--- config.mk ---
export PLATFORM = sky130hd
export DESIGN_NAME = seq_detect_ctrl_flat
export DESIGN_NICKNAME = d
export VERILOG_FILES = /design/src/rtl/seq_detect_ctrl_if.sv /design/src/rtl/seq_detect_ctrl.sv /design/src/flat_wrapper.sv
export SDC_FILE = /design/constraint.sdc
export NUM_CORES = 1
export LEC_CHECK = 0
export CAP_MARGIN = 10
export CORE_ASPECT_RATIO = 0.7
export CORE_MARGIN = 10
export CORE_UTILIZATION = 44
export CTS_BUF_LIST = sky130_fd_sc_hd__clkbuf_8 sky130_fd_sc_hd__clkbuf_16
export CTS_CLUSTER_SIZE = 14
export DETAILED_ROUTE_END_ITERATION = 8
export MAX_ROUTING_LAYER = met4
export PLACE_DENSITY = 0.68
export SLEW_MARGIN = 20
export SYNTH_ARGS = -nofsm -noshare
export SYNTH_HDL_FRONTEND = slang
export SYNTH_SLANG_ARGS = --single-unit
export TNS_END_PERCENT = 20
--- constraint.sdc ---
create_clock -name clk -period 2.68 [get_ports clk]
set_input_delay 0.402 -clock clk [delete_from_list [all_inputs] [get_ports clk]]
set_output_delay 0.402 -clock clk [all_outputs]
set_load 0.02 [all_outputs]
--- src/rtl/seq_detect_ctrl_if.sv ---
// Bundles the session controls, symbol stream, detector hookup and status of seq_detect_ctrl.
// The master side is the host/environment; the slave side is the controller.
interface seq_detect_ctrl_if;
  logic        start;
  logic        abort;
  logic [15:0] window_len;
  logic [7:0]  hit_limit;
  logic [2:0]  sym_in;
  logic        sym_valid;
  logic        det_found;
  logic [2:0]  det_data;
  logic        det_rst_n;
  logic        busy;
  logic        done;
  logic [7:0]  hit_count;
  logic        timed_out;
  logic        limit_reached;

  modport master (
    output start, abort, window_len, hit_limit, sym_in, sym_valid, det_found,
    input  det_data, det_rst_n, busy, done, hit_count, timed_out, limit_reached
  );

  modport slave (
    input  start, abort, window_len, hit_limit, sym_in, sym_valid, det_found,
    output det_data, det_rst_n, busy, done, hit_count, timed_out, limit_reached
  );
endinterface

--- src/rtl/seq_detect_ctrl.sv ---
// Session controller around an external 8-symbol sequence detector: resets the detector,
// forwards a bounded window of symbols, counts hits and reports how the session ended.
//
// state | meaning
// IDLE  | waiting for start; results of the last session held
// CLEAR | one cycle detector reset, window counter loaded
// RUN   | symbols forwarded, hits counted, window counting down
// DONE  | one-cycle done pulse, detector held in reset
module seq_detect_ctrl (
  input logic clk,
  input logic reset,
  seq_detect_ctrl_if.slave bus
);

  typedef enum logic [1:0] {IDLE, CLEAR, RUN, DONE} state_t;

  state_t      state, state_nxt;
  logic [15:0] win_len_q;
  logic [15:0] win_cnt;
  logic [7:0]  hit_lim_q;
  logic [7:0]  hit_cnt;
  logic        timed_out_q;
  logic        limit_q;

  logic [7:0]  hit_inc;
  logic        run_hit;
  logic        last_run;
  logic        lim_hit;

  // A hit coinciding with abort is dropped, so abort is folded in here.
  always_comb begin
    hit_inc  = (hit_cnt == 8'hFF) ? hit_cnt : hit_cnt + 8'd1;
    run_hit  = (state == RUN) && bus.det_found && !bus.abort;
    last_run = (win_cnt == 16'd1);
    lim_hit  = run_hit && (hit_lim_q != 8'd0) && (hit_inc == hit_lim_q);
  end

  always_comb begin
    state_nxt = state;
    case (state)
      IDLE:  if (bus.start) state_nxt = CLEAR;
      CLEAR: begin
        if (bus.abort)               state_nxt = IDLE;
        else if (win_len_q == 16'd0) state_nxt = DONE;
        else                         state_nxt = RUN;
      end
      RUN: begin
        if (bus.abort)                state_nxt = IDLE;
        else if (lim_hit || last_run) state_nxt = DONE;
      end
      DONE:    state_nxt = IDLE;
      default: state_nxt = IDLE;
    endcase
  end

  always_comb begin
    bus.busy      = (state != IDLE);
    bus.done      = (state == DONE);
    bus.det_rst_n = (state == RUN);
    bus.det_data  = 3'b111;
    // Filler 3'b111 is not part of the pattern, so an invalid cycle breaks any partial match.
    if (state == RUN && bus.sym_valid) bus.det_data = bus.sym_in;
    bus.hit_count     = hit_cnt;
    bus.timed_out     = timed_out_q;
    bus.limit_reached = limit_q;
  end

  always_ff @(posedge clk or posedge reset) begin
    if (reset) begin
      state       <= IDLE;
      win_len_q   <= 16'd0;
      win_cnt     <= 16'd0;
      hit_lim_q   <= 8'd0;
      hit_cnt     <= 8'd0;
      timed_out_q <= 1'b0;
      limit_q     <= 1'b0;
    end else begin
      state <= state_nxt;
      case (state)
        IDLE: begin
          if (bus.start) begin
            win_len_q   <= bus.window_len;
            hit_lim_q   <= bus.hit_limit;
            hit_cnt     <= 8'd0;
            timed_out_q <= 1'b0;
            limit_q     <= 1'b0;
          end
        end
        CLEAR: begin
          if (bus.abort) begin
            timed_out_q <= 1'b0;
            limit_q     <= 1'b0;
          end else begin
            win_cnt <= win_len_q;
            if (win_len_q == 16'd0) timed_out_q <= 1'b1;
          end
        end
        RUN: begin
          if (bus.abort) begin
            timed_out_q <= 1'b0;
            limit_q     <= 1'b0;
          end else begin
            win_cnt <= win_cnt - 16'd1;
            if (run_hit)  hit_cnt     <= hit_inc;
            if (lim_hit)  limit_q     <= 1'b1;
            if (last_run) timed_out_q <= 1'b1;
          end
        end
        DONE: begin
          if (bus.abort) begin
            timed_out_q <= 1'b0;
            limit_q     <= 1'b0;
          end
        end
        default: ;
      endcase
    end
  end

endmodule

--- src/flat_wrapper.sv ---
// flat-port wrapper written by rule: the top's interface ports become plain ports
module seq_detect_ctrl_flat 
  (clk, reset, bus_start, bus_abort, bus_window_len, bus_hit_limit, bus_sym_in, bus_sym_valid, bus_det_found, bus_det_data, bus_det_rst_n, bus_busy, bus_done, bus_hit_count, bus_timed_out, bus_limit_reached);
  seq_detect_ctrl_if bus_i ();
  input logic clk;
  input logic reset;
  input wire logic [$bits(bus_i.start)-1:0] bus_start;
  input wire logic [$bits(bus_i.abort)-1:0] bus_abort;
  input wire logic [$bits(bus_i.window_len)-1:0] bus_window_len;
  input wire logic [$bits(bus_i.hit_limit)-1:0] bus_hit_limit;
  input wire logic [$bits(bus_i.sym_in)-1:0] bus_sym_in;
  input wire logic [$bits(bus_i.sym_valid)-1:0] bus_sym_valid;
  input wire logic [$bits(bus_i.det_found)-1:0] bus_det_found;
  output wire logic [$bits(bus_i.det_data)-1:0] bus_det_data;
  output wire logic [$bits(bus_i.det_rst_n)-1:0] bus_det_rst_n;
  output wire logic [$bits(bus_i.busy)-1:0] bus_busy;
  output wire logic [$bits(bus_i.done)-1:0] bus_done;
  output wire logic [$bits(bus_i.hit_count)-1:0] bus_hit_count;
  output wire logic [$bits(bus_i.timed_out)-1:0] bus_timed_out;
  output wire logic [$bits(bus_i.limit_reached)-1:0] bus_limit_reached;
  assign bus_i.start = bus_start;
  assign bus_i.abort = bus_abort;
  assign bus_i.window_len = bus_window_len;
  assign bus_i.hit_limit = bus_hit_limit;
  assign bus_i.sym_in = bus_sym_in;
  assign bus_i.sym_valid = bus_sym_valid;
  assign bus_i.det_found = bus_det_found;
  assign bus_det_data = bus_i.det_data;
  assign bus_det_rst_n = bus_i.det_rst_n;
  assign bus_busy = bus_i.busy;
  assign bus_done = bus_i.done;
  assign bus_hit_count = bus_i.hit_count;
  assign bus_timed_out = bus_i.timed_out;
  assign bus_limit_reached = bus_i.limit_reached;
  seq_detect_ctrl u_core (.clk(clk), .reset(reset), .bus(bus_i));
endmodule
==> key figures, run 1 <==
Clocking
  – Clk_lat worst skew: just over 0.3 ns
  – Post-CTS Setup Inserts: 0
  – Num Clock Sinks: 52
  – H-tree depth: 2
  – Clk pin slew, worst setup/hold paths: approximately 0.1 ns
  – Clk buf depth: 2
  – CTS tree: done
  – CTS buffer count: 5
  – Root Buffer: clkbuf_8

Routing
  – DR iter-0 viols: between 100 and 150
  – DRT antenna net count: 0
  – Detailed Routing Iterations Pass 1: 4
  – Drt total wl: 7860 µm
  – Via density: between 5 and 6
  – Vias post-DR: 2616
  – # DRC: 0
  – Drt wl/cell: between 15 and 20 µm

STA
  – Worst-Margin Slew: about 0.85 ns
  – Setup TNS: 0 ns
  – Final Hold Fails: 0
  – Relative slew slack: a little over two fifths
  – RSZ-0062 raised after global routing: false
  – Worst Clk Skew: around 0.0054 ns
  – Tmin final: around 2.6 ns
  – Part of the cycle the worst path needs: a little over nine tenths
  – Setup ws final: around 0.087 ns
  – Max Clock Freq: between 300 and 400 MHz
  – # setup viols final: 0
  – Max-slew violations: 0

Die
  – Die ar.: 10500 µm²
  – Initial core utilization: 46.5%
  – Area of the core: 6370 µm²
  – Chip Width: between 100 and 150 µm
  – DIE HEIGHT: between 80 and 90 µm
  – FP Rows: 24
  – # IOs: 49

Synthesis
  – Asr flop ratio synth: 100%
  – Number of synthesized flops with an enable pin: 0
  – #FFs+latches synth: between 50 and 60
  – Primary FF master, synth: dfrtp_1
  – Post-synth cell types: 56
  – Ys Warns: 0
  – Sequential share of the synthesized area: between 40% and 50%
  – Post-Synthesis Cells: approximately 320
  – Cell Area, Synth: 2960 µm²
  – Syn nets: roughly 360
  – Syn avg cell area: about 9.4 µm²

Critical path
  – Crit path DAT: approximately 2.2 ns
  – Startpoint Class: register
  – Critical Path RT: about 2.3 ns
  – CP Class: reg2out
  – Critical path peak fanout: 25
  – CP Capture Type: primary output

Layout
  – Non-Filler Instances: 464
  – Area of the multi-input gates: 1550 µm²
  – Sequential cell area: approximately 1300 µm²
  – Fillcell total: roughly 560
  – ANT cells: 0
  – Layout cells sized above 1: between 15 and 20%
  – Area growth, synth to finish: 26.3%
  – Design Area, Final: ~3700 µm²
  – Post-layout nets: about 410

Place
  – Dpl hpwl: a little over 6000 µm
  – Placement Cell Area: ~3600 µm²
  – Gpl congestion: between 0.9 and 1
  – IO buf count: 48
  – Placed insts: approximately 460
  – Dpl ws: ~0.052 ns

Global routing
  – Grt ovf: 0
  – Initial antenna violation count: 0
  – GRT Resource Usage Total: between 10% and 20%
  – Vias in the first global route: 2382
  – First-pass GRT wire length: roughly 13000 µm
  – Largest net degree at the start of global routing: 28

Run status
  – Run status: finished, final reports clean

Power
  – Leak pwr: 1.49 nW
  – IR drop worst, VDD: 0.000424 V
  – P per Cell Area: between 800 and 900 nW/µm²

Worst hold path
  – Hold Path Class: in2async

Run
  – Max_cap viols: 0
==> final cells by class <==
cell class,instances,share of cell area [%]
clock inverter,3,0.602
clock buffer,5,1.84
inverter,18,1.81
tap,91,3.04
timing repair buffer,61,16.4
sequential,52,34.8
multi-input combinational,234,41.5
==> critical path: stages, from the launching register on <==
cell and delay (ns):
dfrtp_1 0.44, inv_1 0.13, ha_1 0.20, buf_6 0.22, nand2_1 0.09, or2_2 0.27, clkdlybuf4s50_1 0.54
==> per-layer routing <==
metal,track usage [%],share of wire [%],vias to the layer above
li1,-,-,1274
met1,22.6,55,1251
met2,19.6,39,89
met3,4.20,5.9,2
met4,2.24,0.22,0
met5,-,0,-
==> cells in the mapped netlist, drive strengths merged (3+ instances only) <==
cell | instances | area (µm²)
mux2 | 25 | 282
clkbuf | 10 | 37.5
ha | 8 | 100
or3 | 4 | 26.3
nor3 | 9 | 45.0
nand2 | 29 | 109
nor4 | 8 | 50.1
or2 | 5 | 31.3
nor2 | 26 | 97.6
nor2b | 5 | 31.3
a22oi | 4 | 30.0
a21oi | 28 | 140
o22ai | 3 | 18.8
o22a | 7 | 61.3
inv | 18 | 67.6
dfrtp | 52 | 1300
o21ai | 25 | 125
nand3 | 5 | 25.0
a32oi | 4 | 35.0
==> flip-flops by register name (all words and copies together) (netlist names) <==
name,flops
u_core.win_len_q,16
u_core.bus.hit_count,8
u_core.win_cnt,16
u_core.state,2
u_core.bus.timed_out,1
u_core.hit_lim_q,8
u_core.bus.limit_reached,1
==> per-stage QoR <==
stage               power, mW  utilization [%]  hold slack (ns)
floorplan                2.38                -            0.463
global placement         2.84             57.0            0.492
detailed placement       2.87             57.0            0.499
CTS                      3.34             58.4            0.494
global route             3.61             58.8            0.517
finish                   3.35             58.8            0.470
==> repair_timing <==
| action | CTS | global route |
|---|---|---|
| setup endpoints to repair | 0 | 4 |
| hold buffers | 0 | 0 |
| resized for setup | 0 | 8 |
| hold endpoints to repair | 0 | 0 |
==> path summary, 6_finish.rpt <==
kind	from	endpoint	slack (ns)	cells past startpoint
max	u_core.state[0]$_DFFE_PP0P_	bus_det_data[2]	0.09	6
min reg2reg	u_core.win_cnt[14]$_DFFE_PP0P_	u_core.win_cnt[14]$_DFFE_PP0P_	0.52	2
min in group clk	u_core.win_cnt[14]$_DFFE_PP0P_	u_core.win_cnt[14]$_DFFE_PP0P_	0.52	2
max reg2reg	u_core.bus.hit_count[1]$_DFFE_PP0P_	u_core.state[1]$_DFFE_PP0P_	0.22	8
max in group asynchronous	reset	u_core.win_cnt[15]$_DFFE_PP0P_	1.65	3
min	reset	u_core.win_len_q[7]$_DFFE_PP0P_	0.47	2
==> cells by family (layout without fill, tap and decap cells) <==
kind of cell / Yosys count / in the layout / synth area share [%]
AND/OR/NAND/NOR: 102 / 102 / 16.9
adder cells (fa/ha/maj): 8 / 8 / 3.38
XOR/XNOR: 3 / 3 / 0.887
AO/OA/AOI/OAI: 95 / 95 / 21.0
flip-flops: 52 / 52 / 43.9
buffers and inverters: 30 / 87 / 4.06
multiplexers: 26 / 26 / 9.84
==> report_power, final <==
part	internal (mW)	switching, mW
combinational	0.704	0.723
clock	0.188	0.281
sequential	1.11	0.349
==> placed cells by master (no fill, tap or decap), types with 4 or more instances in the layout <==
cell              n
dfrtp_1          50
o22a_1            7
ha_1              7
mux2_2           24
nor2b_1           5
nand3_1           5
nor2_1           26
inv_1            17
buf_4            10
nor4_1            8
or2_2             4
a32oi_1           4
a21oi_1          28
nand2_1          29
a22oi_1           4
o21ai_0          25
clkdlybuf4s50_1  46
clkbuf_8          5
nor3_1            9
Power figures use the tool's default switching activity.
==> run 2: changes to the inputs <==
==> constraint.sdc (replaced) <==
create_clock -name clk -period 3.3 [get_ports clk]
set_input_delay 0.495 -clock clk [delete_from_list [all_inputs] [get_ports clk]]
set_output_delay 0.495 -clock clk [all_outputs]
set_load 0.02 [all_outputs]
==> run 2 against run 1 <==
Net effect:
- largest power group unchanged
- worst hold slack improved by 0.054 ns
- combinational power decreased by 21%
- non-clock buffer count decreased by 7
- routed wire length increased by 0.11%
==> key figures, run 2 (synthesis results as in run 1) <==
Critical path
  – Flop-to-flop setup slack: ~0.54 ns
  – Startpoint Class: register
  – Critical path peak fanout: 8
  – Worst path most repeated cell: o2111ai_1
  – R2r worst-path depth: 8
  – Cell Chain, Critical Path: ha_1, nand4_1, or2_0, o2111ai_1, a311oi_1, o2111ai_1, o31ai_2, mux2_1
  – Critical Path RT: roughly 3.5 ns
  – Reg2reg start: u_core.bus.hit_count[0]$_DFFE_PP0P_
  – CP Capture Type: register
  – CP Depth: 8
  – Crit path from: u_core.bus.hit_count[0]$_DFFE_PP0P_
  – Top delay family on crit path: compound AO/OA/AOI/OAI gates
  – Slowest-stage cell, CP: dfrtp_1
  – R2r endpoint: u_core.state[1]$_DFFE_PP0P_
  – CP peak stage delay: 0.45 ns
  – CP Class: reg2reg
  – WP buf/inv: 0
  – Crit path DAT: slightly below 3 ns

STA
  – RSZ-0062 raised after global routing: false
  – Tmin final: ~2.8 ns
  – Worst-Margin Slew: about 0.8 ns
  – Max-slew violations: 0
  – Final Hold Fails: 0
  – Part of the cycle the worst path needs: a little over four fifths
  – Max Clock Freq: 362 MHz
  – Worst Clk Skew: just over 0.007 ns
  – Setup TNS: 0 ns
  – Relative slew slack: about half
  – # setup viols final: 0

Run
  – Max_cap viols: 0

Layout
  – Post-layout nets: slightly above 400
  – Fillcell total: approximately 570
  – Commonest non-fill, non-tap cells in the layout: 52 x dfrtp_1, 48 x clkdlybuf4s50_1, 29 x nand2_1, 28 x a21oi_1, 26 x nor2_1
  – Area growth, synth to finish: 22.9%
  – Design Area, Final: 3640 µm²
  – Utilization after layout: between 50% and 60%
  – ANT cells: 0
  – Top flop regs: u_core.win_cnt x16, u_core.win_len_q x16
  – Most common cell after layout, fill and taps aside: dfrtp_1
  – Layout cells sized above 1: 13.7%

Clocking
  – Clk buf depth: 2
  – Num Clock Sinks: 52
  – H-tree depth: 2
  – Clk pin slew, worst setup/hold paths: around 0.10 ns
  – CTS tree: done
  – Hold buffer count at CTS: 0
  – CTS buffer count: 5
  – Root Buffer: clkbuf_8
  – Post-CTS Setup Inserts: 0
  – Resized Gates After CTS: 0
  – Clk_lat worst skew: 0.31 ns

Global routing
  – Largest net degree at the start of global routing: 53
  – Initial antenna violation count: 0
  – GRT Resource Usage Total: 15.4%
  – First-pass GRT wire length: around 13000 µm
  – Grt ovf: 0
  – Vias in the first global route: between 2000 and 2500

Power
  – Leak pwr: approximately 1.5 nW
  – IR drop worst, VDD: 0.000301 V
  – P per Cell Area: approximately 740 nW/µm²
  – Pwr Total: approximately 2.7 mW

Die
  – # IOs: 49
  – Area of the core: between 6000 and 7000 µm²
  – Die ar.: between 10000 and 15000 µm²
  – DIE HEIGHT: 88.6 µm
  – FP Rows: 24
  – Chip Width: about 120 µm
  – Initial core utilization: 46.5%

Routing
  – WL met1: a little over 4000 µm
  – DR iter-0 viols: a little under 300
  – Drt wl/cell: 17.2 µm
  – Via density: 5.74
  – Highest routed layer: met4
  – DRT antenna net count: 0
  – Drt total wl: between 7000 and 8000 µm
  – Met2 WL post-DR: 3190 µm
  – Routed wire length on met3: 560 µm
  – Detailed Routing Iterations Pass 1: 4
  – Vias post-DR: around 2600
  – # DRC: 0

Worst hold path
  – Hold Path Class: reg2reg
  – Hold EP: u_core.win_cnt[14]$_DFFE_PP0P_
  – Min-delay src: u_core.win_cnt[14]$_DFFE_PP0P_
  – Worst hold path depth: 2

Place
  – Placement Cell Area: roughly 3600 µm²
  – Gpl congestion: a little under 1
  – Dpl hpwl: between 5000 and 6000 µm
  – IO buf count: 48

Run status
  – Run status: finished, final reports clean
==> run 2: changes by cell type in the layout (fill, tap and decap cells not counted), moves of 2 or more <==
| cell | change |
|---|---|
| dfrtp_2 | -2 |
| dfrtp_1 | +2 |
| dlymetal6s2s_1 | -2 |
| buf_12 | -2 |
| buf_4 | -4 |
| clkdlybuf4s50_1 | +2 |
==> run 2: worst min-delay path, stage by stage, from the launching register on <==
cell and delay [ns]:
dfrtp_1 0.35, o21ai_0 0.08, o21ai_0 0.06
==> run 2: layer usage <==
| layer | GRT usage [%] | vias to the layer above |
|---|---|---|
| met5 | - | - |
| met4 | 3.36 | 0 |
| met3 | 3.37 | 5 |
| met2 | 20.6 | 103 |
| met1 | 22.8 | 1258 |
| li1 | - | 1259 |
==> run 2: worst max path at each step <==
stage | slack (ns) | end
floorplan | 0.78 | u_core.state[1]$_DFFE_PP0P_
global placement | 0.67 | u_core.state[1]$_DFFE_PP0P_
detailed placement | 0.61 | u_core.state[1]$_DFFE_PP0P_
CTS | 0.58 | u_core.state[1]$_DFFE_PP0P_
global route | 0.25 | u_core.state[1]$_DFFE_PP0P_
finish | 0.54 | u_core.state[1]$_DFFE_PP0P_
==> run 2: final cells by class <==
cell class              count  area [µm²]  share of cell area (%)
multi-input cells         234        1540                    42.4
flip-flops and latches     52        1300                    35.7
repair buffers             54         526                    14.4
well taps                  91         114                    3.13
clock buffers               5        68.8                    1.89
inverters                  18        67.6                    1.86
clock inverters             3        20.0                   0.550
==> run 2: power by group <==
part	switching, mW	internal [mW]
Combinational	0.581	0.551
Sequential	0.281	0.899
Clock	0.220	0.148
==> run 2: through the flow <==
stage / worst slack (ns) / std cells / hold slack, ns
after floorplan: 0.778 / 316 / 0.463
after global placement: 0.670 / 449 / 0.493
after detailed placement: 0.614 / 449 / 0.499
after CTS: 0.577 / 457 / 0.522
after global routing: 0.254 / 457 / 0.535
final: 0.541 / 457 / 0.524
==> run 3: changes to the inputs <==
==> constraint.sdc (replaced) <==
create_clock -name clk -period 2.8 [get_ports clk]
set_input_delay 0.42 -clock clk [delete_from_list [all_inputs] [get_ports clk]]
set_output_delay 0.42 -clock clk [all_outputs]
set_load 0.02 [all_outputs]
==> run 3 against run 2 <==
Net effect:
- largest cell class unchanged
- via count grew 0.38%
- clock power grew 20%
- critical endpoint is now bus_det_data[1]
- routed wire length grew 1.3%
- critical path depth shrank 2
- highest routed layer unchanged
==> key figures, run 3 (synthesis results as in run 1) <==
Run status
  – Run status: finished, final reports clean

Place
  – IO buf count: 48
  – Gpl congestion: around 0.93
  – Dpl hpwl: around 6000 µm

Routing
  – # DRC: 0
  – DRT antenna net count: 0
  – Drt wl/cell: 17.2 µm
  – Via density: around 5.7
  – Vias post-DR: 2635
  – DR iter-0 viols: 234
  – Drt total wl: 7970 µm
  – Detailed Routing Iterations Pass 1: 4

Layout
  – Post-layout nets: just over 400
  – Most common cell after layout, fill and taps aside: dfrtp_1
  – ANT cells: 0
  – Commonest non-fill, non-tap cells in the layout: 52 x dfrtp_1, 48 x clkdlybuf4s50_1, 29 x nand2_1, 28 x a21oi_1, 26 x nor2_1
  – Layout cells sized above 1: 15.3%
  – Area of the multi-input gates: 1540 µm²
  – Utilization after layout: 57.9%
  – Top flop regs: u_core.win_cnt x16, u_core.win_len_q x16
  – Sequential cell area: roughly 1300 µm²
  – Fillcell total: 589
  – Area growth, synth to finish: 24.5%

Critical path
  – Top delay family on crit path: buffers and inverters
  – Crit path DAT: about 2.2 ns
  – CP Class: reg2out
  – Critical path peak fanout: 25
  – Critical Path RT: 2.38 ns
  – Slowest-stage cell, CP: clkdlybuf4s50_1
  – CP peak stage delay: between 0.5 and 0.6 ns
  – CP Capture Type: primary output
  – Startpoint Class: register
  – WP buf/inv: 3
  – Cell Chain, Critical Path: inv_1, ha_1, buf_4, nand2_1, or2_2, clkdlybuf4s50_1

Global routing
  – Largest net degree at the start of global routing: 26
  – Vias in the first global route: between 2000 and 3000
  – GRT Resource Usage Total: 16.0%
  – First-pass GRT wire length: 13600 µm
  – Initial antenna violation count: 0
  – Grt ovf: 0

Clocking
  – Clk pin slew, worst setup/hold paths: 0.10 ns
  – Clk buf depth: 2
  – H-tree depth: 2
  – Root Buffer: clkbuf_8
  – CTS tree: done
  – Clk_lat worst skew: roughly 0.31 ns
  – Num Clock Sinks: between 50 and 60
  – Hold buffer count at CTS: 0
  – CTS buffer count: 5

Die
  – Die ar.: between 10000 and 15000 µm²
  – FP Rows: 24
  – DIE HEIGHT: roughly 90 µm
  – Chip Width: approximately 120 µm
  – Initial core utilization: 46.5%
  – Area of the core: roughly 6400 µm²
  – # IOs: between 40 and 50

STA
  – Setup TNS: 0 ns
  – Max-slew violations: 0
  – Max Clock Freq: approximately 380 MHz
  – Part of the cycle the worst path needs: a little over nine tenths
  – Relative slew slack: between 40% and 50%
  – # setup viols final: 0
  – Tmin final: approximately 2.7 ns
  – RSZ-0062 raised after global routing: false
  – Worst-Margin Slew: ~0.89 ns
  – Worst Clk Skew: roughly 0.0094 ns
  – Final Hold Fails: 0

Power
  – Leak pwr: around 1.5 nW
  – P per Cell Area: about 860 nW/µm²
  – IR drop worst, VDD: ~0.00043 V

Run
  – Max_cap viols: 0

Worst hold path
  – Hold Path Class: in2async
-- run 3: changes by cell type in the layout (fill, tap and decap cells not counted), sizes merged --
| cell | change |
|---|---|
| clkinv | +1 |
| buf | +6 |
| clkinvlp | -1 |
-- run 3: layout make-up --
cell class / count / share of cell area, %
clock buffers: 5 / 1.87
inverters: 18 / 1.83
multi-input cells: 234 / 41.8
repair buffers: 60 / 15.5
clock inverters: 3 / 0.611
flip-flops and latches: 52 / 35.3
well taps: 91 / 3.09
-- run 3: path summary, 6_finish.rpt --
check,slack (ns),start,cells after the start,to
setup / recovery,0.14,u_core.state[0]$_DFFE_PP0P_,6,bus_det_data[1]
hold / removal,0.46,reset,2,u_core.win_cnt[9]$_DFFE_PP0P_
setup reg to reg,0.25,u_core.bus.hit_count[0]$_DFFE_PP0P_,8,u_core.state[1]$_DFFE_PP0P_
hold reg to reg,0.52,u_core.win_cnt[14]$_DFFE_PP0P_,2,u_core.win_cnt[14]$_DFFE_PP0P_
max in group asynchronous,1.73,reset,3,u_core.win_cnt[3]$_DFFE_PP0P_
min in group clk,0.52,u_core.win_cnt[14]$_DFFE_PP0P_,2,u_core.win_cnt[14]$_DFFE_PP0P_
-- run 3: per-stage QoR --
stage | hold slack, ns | power [mW] | setup WS (ns) | std cells | area (µm²)
2_1_floorplan | 0.463 | 2.27 | 0.278 | 316 | 2960
3_3_place_gp | 0.491 | 2.70 | 0.282 | 455 | 3590
3_5_place_dp | 0.503 | 2.74 | 0.202 | 455 | 3590
4_1_cts | 0.472 | 3.19 | 0.114 | 463 | 3680
5_1_grt | 0.502 | 3.44 | 0.00704 | 463 | 3690
6_report | 0.456 | 3.18 | 0.142 | 463 | 3690
-- run 3: what timing repair did --
| action | 4_1_cts | 5_1_grt |
|---|---|---|
| setup endpoints to repair | 0 | 1 |
| gates resized for setup | 0 | 1 |
| buffers inserted | 0 | 0 |
-- run 3: power by group --
| group | switching [mW] | internal (mW) | total, mW |
|---|---|---|---|
| sequential | 0.332 | 1.06 | 1.39 |
| clock | 0.263 | 0.180 | 0.443 |
| combinational | 0.690 | 0.657 | 1.35 |
-- run 3: routing by layer --
metal | GRT usage (%) | wire length [µm]
met2 | 22.0 | 3170
met1 | 23.2 | 4200
met3 | 3.94 | 551
met5 | - | 0
met4 | 3.02 | 51
